===== config.mk =====
export PLATFORM = sky130hd
export DESIGN_NAME = echo_tof_detect_flat
export DESIGN_NICKNAME = d
export VERILOG_FILES = /design/src/rtl/echo_tof_pkg.sv /design/src/rtl/echo_tof_detect_if.sv /design/src/rtl/echo_peak_track.sv /design/src/rtl/echo_tof_detect.sv /design/src/flat_wrapper.sv
export SDC_FILE = /design/constraint.sdc
export NUM_CORES = 1
export LEC_CHECK = 0
export ABC_AREA = 1
export BUFFER_PORTS_ARGS = -buffer_cell sky130_fd_sc_hd__buf_2
export CAP_MARGIN = 0
export CORE_MARGIN = 3
export CORE_UTILIZATION = 39
export CTS_BUF_LIST = sky130_fd_sc_hd__clkbuf_8
export DETAILED_ROUTE_END_ITERATION = 10
export PLACE_DENSITY = 0.62
export SLEW_MARGIN = 10
export SYNTH_ARGS = -nofsm -noshare
export SYNTH_HDL_FRONTEND = slang
export SYNTH_SLANG_ARGS = --single-unit

===== constraint.sdc =====
create_clock -name clk -period 11.6 [get_ports clk]
set_clock_uncertainty 0.2 [all_clocks]
set_input_delay 1.74 -clock clk [delete_from_list [all_inputs] [get_ports clk]]
set_output_delay 1.74 -clock clk [all_outputs]
set_load 0.02 [all_outputs]

===== src/rtl/echo_tof_pkg.sv =====
// Shared types and constants for the echo time-of-flight detector.
// The state encoding and error codes are also what the ARM register readback decodes.
package echo_tof_pkg;

    typedef enum logic [2:0] {
        IDLE,
        BLANK,
        SEARCH1,
        PEAK1,
        HOLDOFF,
        SEARCH2,
        PEAK2,
        DONE
    } state_t;

    localparam int MID = 512;

    typedef enum logic [1:0] {
        ERR_OK    = 2'b00,
        ERR_NO_E1 = 2'b01,
        ERR_NO_E2 = 2'b10
    } tof_err_t;

endpackage


===== src/rtl/echo_tof_detect_if.sv =====
// Sample, configuration and result signals between the sampling stage and the TOF detector.
interface echo_tof_detect_if #(
    parameter int DATA_W = 10,
    parameter int CNT_W  = 16
);
    logic              burst_syn;
    logic [DATA_W-1:0] AD_data_in;
    logic              AD_data_valid;
    logic [DATA_W-2:0] threshold;
    logic [CNT_W-1:0]  blank_len;
    logic [CNT_W-1:0]  holdoff_len;
    logic [CNT_W-1:0]  gate_len;
    logic [CNT_W-1:0]  tof_out;
    logic [DATA_W-2:0] peak1_amp;
    logic [DATA_W-2:0] peak2_amp;
    logic              tof_valid;
    logic [1:0]        tof_err;
    logic              busy;

    modport master (
        output burst_syn, AD_data_in, AD_data_valid, threshold,
               blank_len, holdoff_len, gate_len,
        input  tof_out, peak1_amp, peak2_amp, tof_valid, tof_err, busy
    );

    modport slave (
        input  burst_syn, AD_data_in, AD_data_valid, threshold,
               blank_len, holdoff_len, gate_len,
        output tof_out, peak1_amp, peak2_amp, tof_valid, tof_err, busy
    );
endinterface


===== src/rtl/echo_peak_track.sv =====
// Rectifies offset-binary samples and tracks the running maximum and its sample index.
// Priority is clear > load > enable; strict '>' keeps the earliest sample on ties.
module echo_peak_track
    import echo_tof_pkg::*;
#(
    parameter int DATA_W = 10,
    parameter int CNT_W  = 16
) (
    input  logic              clk,
    input  logic              reset,
    input  logic [DATA_W-1:0] i_data,
    input  logic [CNT_W-1:0]  i_cnt,
    input  logic              i_clr,
    input  logic              i_load,
    input  logic              i_en,
    output logic [DATA_W-2:0] o_mag,
    output logic [DATA_W-2:0] o_max,
    output logic [CNT_W-1:0]  o_idx
);
    localparam logic [DATA_W:0] LP_MID = (DATA_W+1)'(MID);
    localparam logic [DATA_W:0] LP_MAX = (DATA_W+1)'({(DATA_W-1){1'b1}});

    // Distance from mid-scale; only d=0 overflows and is clamped to full scale.
    function automatic logic [DATA_W-2:0] rectify(input logic [DATA_W-1:0] d);
        logic [DATA_W:0] v_ext;
        logic [DATA_W:0] v_mag;
        v_ext = {1'b0, d};
        v_mag = (v_ext >= LP_MID) ? (v_ext - LP_MID) : (LP_MID - v_ext);
        return (v_mag > LP_MAX) ? {(DATA_W-1){1'b1}} : v_mag[DATA_W-2:0];
    endfunction

    logic [DATA_W-2:0] r_max;
    logic [CNT_W-1:0]  r_idx;

    assign o_mag = rectify(i_data);
    assign o_max = r_max;
    assign o_idx = r_idx;

    always_ff @(posedge clk or posedge reset) begin
        if (reset) begin
            r_max <= '0;
            r_idx <= '0;
        end else if (i_clr) begin
            r_max <= '0;
            r_idx <= '0;
        end else if (i_load) begin
            r_max <= o_mag;
            r_idx <= i_cnt;
        end else if (i_en && (o_mag > r_max)) begin
            r_max <= o_mag;
            r_idx <= i_cnt;
        end
    end
endmodule


===== src/rtl/echo_tof_detect.sv =====
// Per-burst detector: finds echo 1 and echo 2 peaks and reports their sample distance.
// A burst_syn rising edge always restarts the measurement, silently discarding any run in flight.
module echo_tof_detect
    import echo_tof_pkg::*;
#(
    parameter int DATA_W = 10,
    parameter int CNT_W  = 16
) (
    input  logic              clk,
    input  logic              reset,
    echo_tof_detect_if.slave  bus
);
    state_t            r_state;
    tof_err_t          r_err_pend;
    tof_err_t          r_tof_err;
    logic              r_burst_d;
    logic              r_busy;
    logic              r_tof_valid;
    logic [CNT_W-1:0]  r_cnt;
    logic [CNT_W-1:0]  r_hcnt;
    logic [CNT_W-1:0]  r_tof_out;
    logic [DATA_W-2:0] r_peak1;
    logic [DATA_W-2:0] r_peak2;

    logic              w_start;
    logic              w_vld;
    logic              w_gate;
    logic              w_blank_end;
    logic              w_hold_end;
    logic              w_above1;
    logic              w_above2;
    logic              w_ld1;
    logic              w_en1;
    logic              w_ld2;
    logic              w_en2;
    logic [CNT_W-1:0]  w_cnt_inc;
    logic [DATA_W-2:0] w_mag1;
    logic [DATA_W-2:0] w_mag2;
    logic [DATA_W-2:0] w_max1;
    logic [DATA_W-2:0] w_max2;
    logic [CNT_W-1:0]  w_idx1;
    logic [CNT_W-1:0]  w_idx2;

    assign w_start     = bus.burst_syn & ~r_burst_d;
    assign w_vld       = bus.AD_data_valid & ~w_start;
    assign w_gate      = (bus.gate_len != '0) && (r_cnt == bus.gate_len - CNT_W'(1));
    assign w_blank_end = (bus.blank_len == '0) || (r_cnt == bus.blank_len - CNT_W'(1));
    assign w_hold_end  = (bus.holdoff_len == '0) || (r_hcnt == bus.holdoff_len - CNT_W'(1));
    assign w_above1    = w_mag1 > bus.threshold;
    assign w_above2    = w_mag2 > bus.threshold;
    assign w_cnt_inc   = (&r_cnt) ? r_cnt : r_cnt + CNT_W'(1);

    assign w_ld1 = w_vld && (r_state == SEARCH1) && w_above1;
    assign w_en1 = w_vld && (r_state == PEAK1);
    assign w_ld2 = w_vld && (r_state == SEARCH2) && w_above2;
    assign w_en2 = w_vld && (r_state == PEAK2);

    echo_peak_track #(.DATA_W(DATA_W), .CNT_W(CNT_W)) u_echo1 (
        .clk    (clk),
        .reset  (reset),
        .i_data (bus.AD_data_in),
        .i_cnt  (r_cnt),
        .i_clr  (w_start),
        .i_load (w_ld1),
        .i_en   (w_en1),
        .o_mag  (w_mag1),
        .o_max  (w_max1),
        .o_idx  (w_idx1)
    );

    echo_peak_track #(.DATA_W(DATA_W), .CNT_W(CNT_W)) u_echo2 (
        .clk    (clk),
        .reset  (reset),
        .i_data (bus.AD_data_in),
        .i_cnt  (r_cnt),
        .i_clr  (w_start),
        .i_load (w_ld2),
        .i_en   (w_en2),
        .o_mag  (w_mag2),
        .o_max  (w_max2),
        .o_idx  (w_idx2)
    );

    always_ff @(posedge clk or posedge reset) begin
        if (reset) begin
            r_state     <= IDLE;
            r_err_pend  <= ERR_OK;
            r_tof_err   <= ERR_OK;
            r_burst_d   <= 1'b0;
            r_busy      <= 1'b0;
            r_tof_valid <= 1'b0;
            r_cnt       <= '0;
            r_hcnt      <= '0;
            r_tof_out   <= '0;
            r_peak1     <= '0;
            r_peak2     <= '0;
        end else begin
            r_burst_d   <= bus.burst_syn;
            r_tof_valid <= 1'b0;
            if (w_start) begin
                r_state <= BLANK;
                r_cnt   <= '0;
                r_hcnt  <= '0;
                r_busy  <= 1'b1;
            end else begin
                case (r_state)
                    IDLE: ;
                    // DONE is not sample-qualified so the strobe latency stays fixed.
                    DONE: begin
                        r_state     <= IDLE;
                        r_busy      <= 1'b0;
                        r_tof_valid <= 1'b1;
                        r_tof_err   <= r_err_pend;
                        case (r_err_pend)
                            ERR_OK: begin
                                r_tof_out <= w_idx2 - w_idx1;
                                r_peak1   <= w_max1;
                                r_peak2   <= w_max2;
                            end
                            ERR_NO_E2: begin
                                r_tof_out <= '0;
                                r_peak1   <= w_max1;
                                r_peak2   <= '0;
                            end
                            default: begin
                                r_tof_out <= '0;
                                r_peak1   <= '0;
                                r_peak2   <= '0;
                            end
                        endcase
                    end
                    default: if (w_vld) begin
                        r_cnt <= w_cnt_inc;
                        case (r_state)
                            BLANK:   if (w_blank_end) r_state <= SEARCH1;
                            SEARCH1: if (w_above1) r_state <= PEAK1;
                            PEAK1: if (!w_above1) begin
                                r_state <= HOLDOFF;
                                r_hcnt  <= '0;
                            end
                            HOLDOFF: begin
                                r_hcnt <= r_hcnt + CNT_W'(1);
                                if (w_hold_end) r_state <= SEARCH2;
                            end
                            SEARCH2: if (w_above2) r_state <= PEAK2;
                            PEAK2: if (!w_above2) begin
                                r_state    <= DONE;
                                r_err_pend <= ERR_OK;
                            end
                            default: ;
                        endcase
                        // Gate closes the run; a run still inside echo 2 reports normally.
                        if (w_gate) begin
                            r_state <= DONE;
                            if ((r_state == BLANK) || (r_state == SEARCH1))
                                r_err_pend <= ERR_NO_E1;
                            else if (r_state == PEAK2)
                                r_err_pend <= ERR_OK;
                            else
                                r_err_pend <= ERR_NO_E2;
                        end
                    end
                endcase
            end
        end
    end

    assign bus.tof_out   = r_tof_out;
    assign bus.peak1_amp = r_peak1;
    assign bus.peak2_amp = r_peak2;
    assign bus.tof_valid = r_tof_valid;
    assign bus.tof_err   = r_tof_err;
    assign bus.busy      = r_busy;
endmodule


===== src/flat_wrapper.sv =====
// flat-port wrapper written by rule: the top's interface ports become plain ports
module echo_tof_detect_flat import echo_tof_pkg::*;
#(
    parameter int DATA_W = 10,
    parameter int CNT_W  = 16
)
  (clk, reset, bus_burst_syn, bus_AD_data_in, bus_AD_data_valid, bus_threshold, bus_blank_len, bus_holdoff_len, bus_gate_len, bus_tof_out, bus_peak1_amp, bus_peak2_amp, bus_tof_valid, bus_tof_err, bus_busy);
  echo_tof_detect_if #(.DATA_W(DATA_W), .CNT_W(CNT_W)) bus_i ();
  input  logic clk;
  input  logic reset;
  input wire logic [$bits(bus_i.burst_syn)-1:0] bus_burst_syn;
  input wire logic [$bits(bus_i.AD_data_in)-1:0] bus_AD_data_in;
  input wire logic [$bits(bus_i.AD_data_valid)-1:0] bus_AD_data_valid;
  input wire logic [$bits(bus_i.threshold)-1:0] bus_threshold;
  input wire logic [$bits(bus_i.blank_len)-1:0] bus_blank_len;
  input wire logic [$bits(bus_i.holdoff_len)-1:0] bus_holdoff_len;
  input wire logic [$bits(bus_i.gate_len)-1:0] bus_gate_len;
  output wire logic [$bits(bus_i.tof_out)-1:0] bus_tof_out;
  output wire logic [$bits(bus_i.peak1_amp)-1:0] bus_peak1_amp;
  output wire logic [$bits(bus_i.peak2_amp)-1:0] bus_peak2_amp;
  output wire logic [$bits(bus_i.tof_valid)-1:0] bus_tof_valid;
  output wire logic [$bits(bus_i.tof_err)-1:0] bus_tof_err;
  output wire logic [$bits(bus_i.busy)-1:0] bus_busy;
  assign bus_i.burst_syn = bus_burst_syn;
  assign bus_i.AD_data_in = bus_AD_data_in;
  assign bus_i.AD_data_valid = bus_AD_data_valid;
  assign bus_i.threshold = bus_threshold;
  assign bus_i.blank_len = bus_blank_len;
  assign bus_i.holdoff_len = bus_holdoff_len;
  assign bus_i.gate_len = bus_gate_len;
  assign bus_tof_out = bus_i.tof_out;
  assign bus_peak1_amp = bus_i.peak1_amp;
  assign bus_peak2_amp = bus_i.peak2_amp;
  assign bus_tof_valid = bus_i.tof_valid;
  assign bus_tof_err = bus_i.tof_err;
  assign bus_busy = bus_i.busy;
  echo_tof_detect #(.DATA_W(DATA_W), .CNT_W(CNT_W)) u_core (.clk(clk), .reset(reset), .bus(bus_i));
endmodule

==> results.sh <==
export IMPL_crit_required_ns=11.73
export IMPL_fp_dieW_um=158.5
export IMPL_period_share_pct=43.02
export IMPL_grt_start_max_net_pins=73
export IMPL_netlist_area_mm2=0.009072
export IMPL_max_freq_mhz=200.4
export IMPL_ir_drop_mv=0.06138
export IMPL_path_clk_slew_ns=0.07
export IMPL_fin_setup_tns_ns=0
export IMPL_worst_path_buf_inv=6
export IMPL_dieArea_mm2=0.02513
export IMPL_critPathMostFrequentCell="nand2_1"
export IMPL_final_cell_area_mm2=0.01036
export IMPL_final_layout_size_suffix_gt1_share_pct=14.67
export IMPL_rsz0062_at_grt="no"
export IMPL_grt_usage_pct=18.88
export IMPL_ant_nets=0
export IMPL_clock_path_buffers=2
export IMPL_critical_path_class="input port to flip-flop"
export IMPL_ys_warn_count=0
export IMPL_routed_via_count=8385
export IMPL_htreeDepth=4
export IMPL_vias_per_cell=4.864
export IMPL_synthCells=1294
export IMPL_cts_buffers=17
export IMPL_cp_slowest_stage_delay_ns=0.37
export IMPL_power_density_mw_per_mm2=160.7
export IMPL_finalMaxSlewViolations=0
export IMPL_num_fill_cells=2340
export IMPL_dr_pass1_iters=5
export IMPL_cp_startpoint="bus_AD_data_in[2]"
export IMPL_top_level_ports=109
export IMPL_hpwl_mm=18.06
export IMPL_placed_area_mm2=0.009926
export IMPL_die_y_um=158.5
export IMPL_setup_violations=0
export IMPL_min_path_type="flip-flop to flip-flop"
export IMPL_cts_root_buf="clkbuf_8"
export IMPL_port_buffers=108
export IMPL_path_delay_family="simple AND/OR/NAND/NOR gates"
export IMPL_synth_edf_count=0
export IMPL_min_delay_start="u_core.bus.tof_err[1]"
export IMPL_cp_end_kind="flip-flop"
export IMPL_cts_resized=0
export IMPL_antenna_cells=0
export IMPL_cts_sink_count=126
export IMPL_slew_limit_headroom_pct=37.93
export IMPL_r2r_start="u_core.r_burst_d"
export IMPL_crit_path_cell_trace="buf_2 > inv_1 > nand3_1 > nor2_1 > nand2_1 > nor3_2 > inv_1 > nor4_2 > inv_2 > nand3_1 > ha_1 > a21oi_1 > o21a_1 > o211ai_2 > nand2_2 > inv_2 > nand2_1 > nand2_1 > nand2_1 > inv_2 > nor2_2 > a21oi_1 > o21a_1"
export IMPL_place_gp_congestion=0.8811
export IMPL_status="complete, no violations"
export IMPL_core_area_mm2=0.02278
export IMPL_cts_tree="done"
export IMPL_grt_overflow=0
export IMPL_ys_flop_type="dfrtp_1"
export IMPL_worstPathMaxFanout=15
export IMPL_clock_latency_ns=0.44
export IMPL_synth_seq_cells=126
export IMPL_route_detailed_drc=0
export IMPL_arrival_ns=5.12
export IMPL_start_util_pct=39.83
export IMPL_grt_pass1_vias=8075
export IMPL_ys_types=53
export IMPL_grt_pass1_wl_mm=38.56
export IMPL_fin_worst_hold_slack_ns=0.2712
export IMPL_cts_hold_buf=0
export IMPL_async_reset_ff_share_pct=100.0
export IMPL_area_growth_pct=14.23
export IMPL_antenna_found_initial=0
export IMPL_fin_nets=1518
export IMPL_wirelength_mm=22.94
export IMPL_wire_per_inst_um=13.31
export IMPL_hold_viol=0
export IMPL_worst_pin_slew_ns=0.9310
export IMPL_worst_path_max_delay_cell="nor2_2"
export IMPL_rows=55
export IMPL_p_leak_uw=0.005146
export IMPL_fin_crit_ns=4.991
export IMPL_synth_top_area_share_pct=34.75
export IMPL_syn_nets=1414
export IMPL_cts_setup_buffers=0
export IMPL_drt_iter0_drc=465
export IMPL_synth_area_leader_cell="dfrtp_1"
export IMPL_cap_viol_max_count=0
export IMPL_synth_area_top_cells="dfrtp_1 (35%), nand2_1 (14%), inv_1 (7.2%)"
export IMPL_startpoint_type="input port"
export IMPL_ys_seq_area_share_pct=34.75
export IMPL_synth_avg_cell_area_um2=7.011
Yosys cell counts, types with 2 or more instances:
library cell and instances:
a211oi_1 4, a21oi_1 57, a31oi_1 5, buf_2 12, clkbuf_1 12, clkinv_1 2
dfrtp_1 126, ha_1 48, inv_1 173, inv_2 10, nand2_1 340, nand2_2 12
nand3_1 74, nand3_2 4, nand3b_1 2, nand4_1 11, nor2_1 132, nor2_2 12
nor2_4 5, nor2_8 2, nor3_1 24, nor3_2 3, nor3b_1 2, nor4_1 2
nor4_2 2, o21a_1 5, o21ai_0 99, o21ai_1 23, o22ai_1 4, o311ai_2 2
o31ai_1 3, or2_0 3, or2_2 6, xnor2_1 23, xor2_1 32
cells by family (layout without fill, tap and decap cells):
| logic type | count (synthesis) | after routing | synth area share (%) |
|---|---|---|---|
| buf+inv | 211 | 328 | 9.020 |
| xor+xnor | 56 | 56 | 5.558 |
| flops | 126 | 126 | 34.75 |
| fa+ha+maj | 49 | 49 | 6.840 |
| compound gates | 210 | 210 | 12.65 |
| simple gates | 642 | 642 | 31.18 |
stage by stage:
stage	power, µW	setup slack, ns	util (%)	cells
3_5_place_dp	1254	6.185	43.58	1692
4_1_cts	1680	6.673	45.50	1724
6_report	1665	6.609	45.50	1724
3_3_place_gp	1242	6.277	43.58	1692
5_1_grt	1799	6.219	45.50	1724
2_1_floorplan	1053	6.304	-	1294
report_power, final:
group / internal [µW] / switching [µW] / total (µW)
sequential: 536 / 61.7 / 597
clock: 239 / 182 / 421
combinational: 216 / 430 / 647
total: 991 / 674 / 1660
metal layers:
metal | vias to the layer above | global-route usage [%] | wire [µm]
met4 | 0 | 4.711 | 250
met3 | 19 | 2.800 | 992
met2 | 167 | 29.83 | 10110
met5 | - | 0 | 0
li1 | 4370 | - | -
met1 | 3829 | 27.28 | 11590
registers in the layout (all words and copies together) (netlist names), 2 cells and up:
signal                cells
u_core.r_hcnt            16
u_core.r_state            3
u_core.bus.peak1_amp      9
u_core.u_echo2.o_max      9
u_core.r_cnt             16
u_core.u_echo2.o_idx     16
u_core.bus.tof_err        2
u_core.bus.peak2_amp      9
u_core.r_err_pend         2
u_core.u_echo1.o_max      9
u_core.u_echo1.o_idx     16
u_core.bus.tof_out       16
path summary, 6_finish.rpt:
path / to / slack (ns) / cells past startpoint
setup reg to reg: u_core.r_hcnt[3] / 8.42 / 7
min in group asynchronous: u_core.bus.tof_out[10] / 1.20 / 2
hold reg to reg: u_core.bus.tof_err[1] / 0.27 / 2
setup / recovery: u_core.r_hcnt[3] / 6.61 / 23
max in group asynchronous: u_core.r_cnt[12] / 8.64 / 3
hold / removal: u_core.bus.tof_err[1] / 0.27 / 2
layout by cell type, fill, tap and decap left out, drive strengths merged, types with 6 or more instances in the layout:
| cell type | synthesis | layout |
|---|---|---|
| a21oi | 57 | 57 |
| buf | 14 | 111 |
| clkbuf | 12 | 18 |
| clkinv | 2 | 6 |
| dfrtp | 126 | 126 |
| ha | 48 | 48 |
| inv | 183 | 184 |
| nand2 | 352 | 352 |
| nand3 | 78 | 78 |
| nand4 | 12 | 12 |
| nor2 | 151 | 151 |
| nor3 | 28 | 28 |
| o21ai | 122 | 122 |
| or2 | 9 | 9 |
| xnor2 | 23 | 23 |
| xor2 | 32 | 32 |
worst register-to-register path: stages (launching register included):
cell,delay [ns]
dfrtp_1,0.40
nor2_4,0.66
inv_1,0.55
nand2_1,0.50
inv_2,0.20
nor2_2,0.37
a21oi_1,0.08
o21a_1,0.12
layout make-up:
cell class | count | area (µm²) | area share (%)
clock inverter | 14 | 190.2 | 1.835
tap | 313 | 391.6 | 3.779
timing repair buffer | 111 | 563.0 | 5.433
multi-input combinational | 957 | 5121 | 49.41
clock buffer | 18 | 247.7 | 2.390
sequential | 126 | 3153 | 30.42
inverter | 185 | 696.9 | 6.725
No activity file was read; power rests on OpenSTA's default activity.
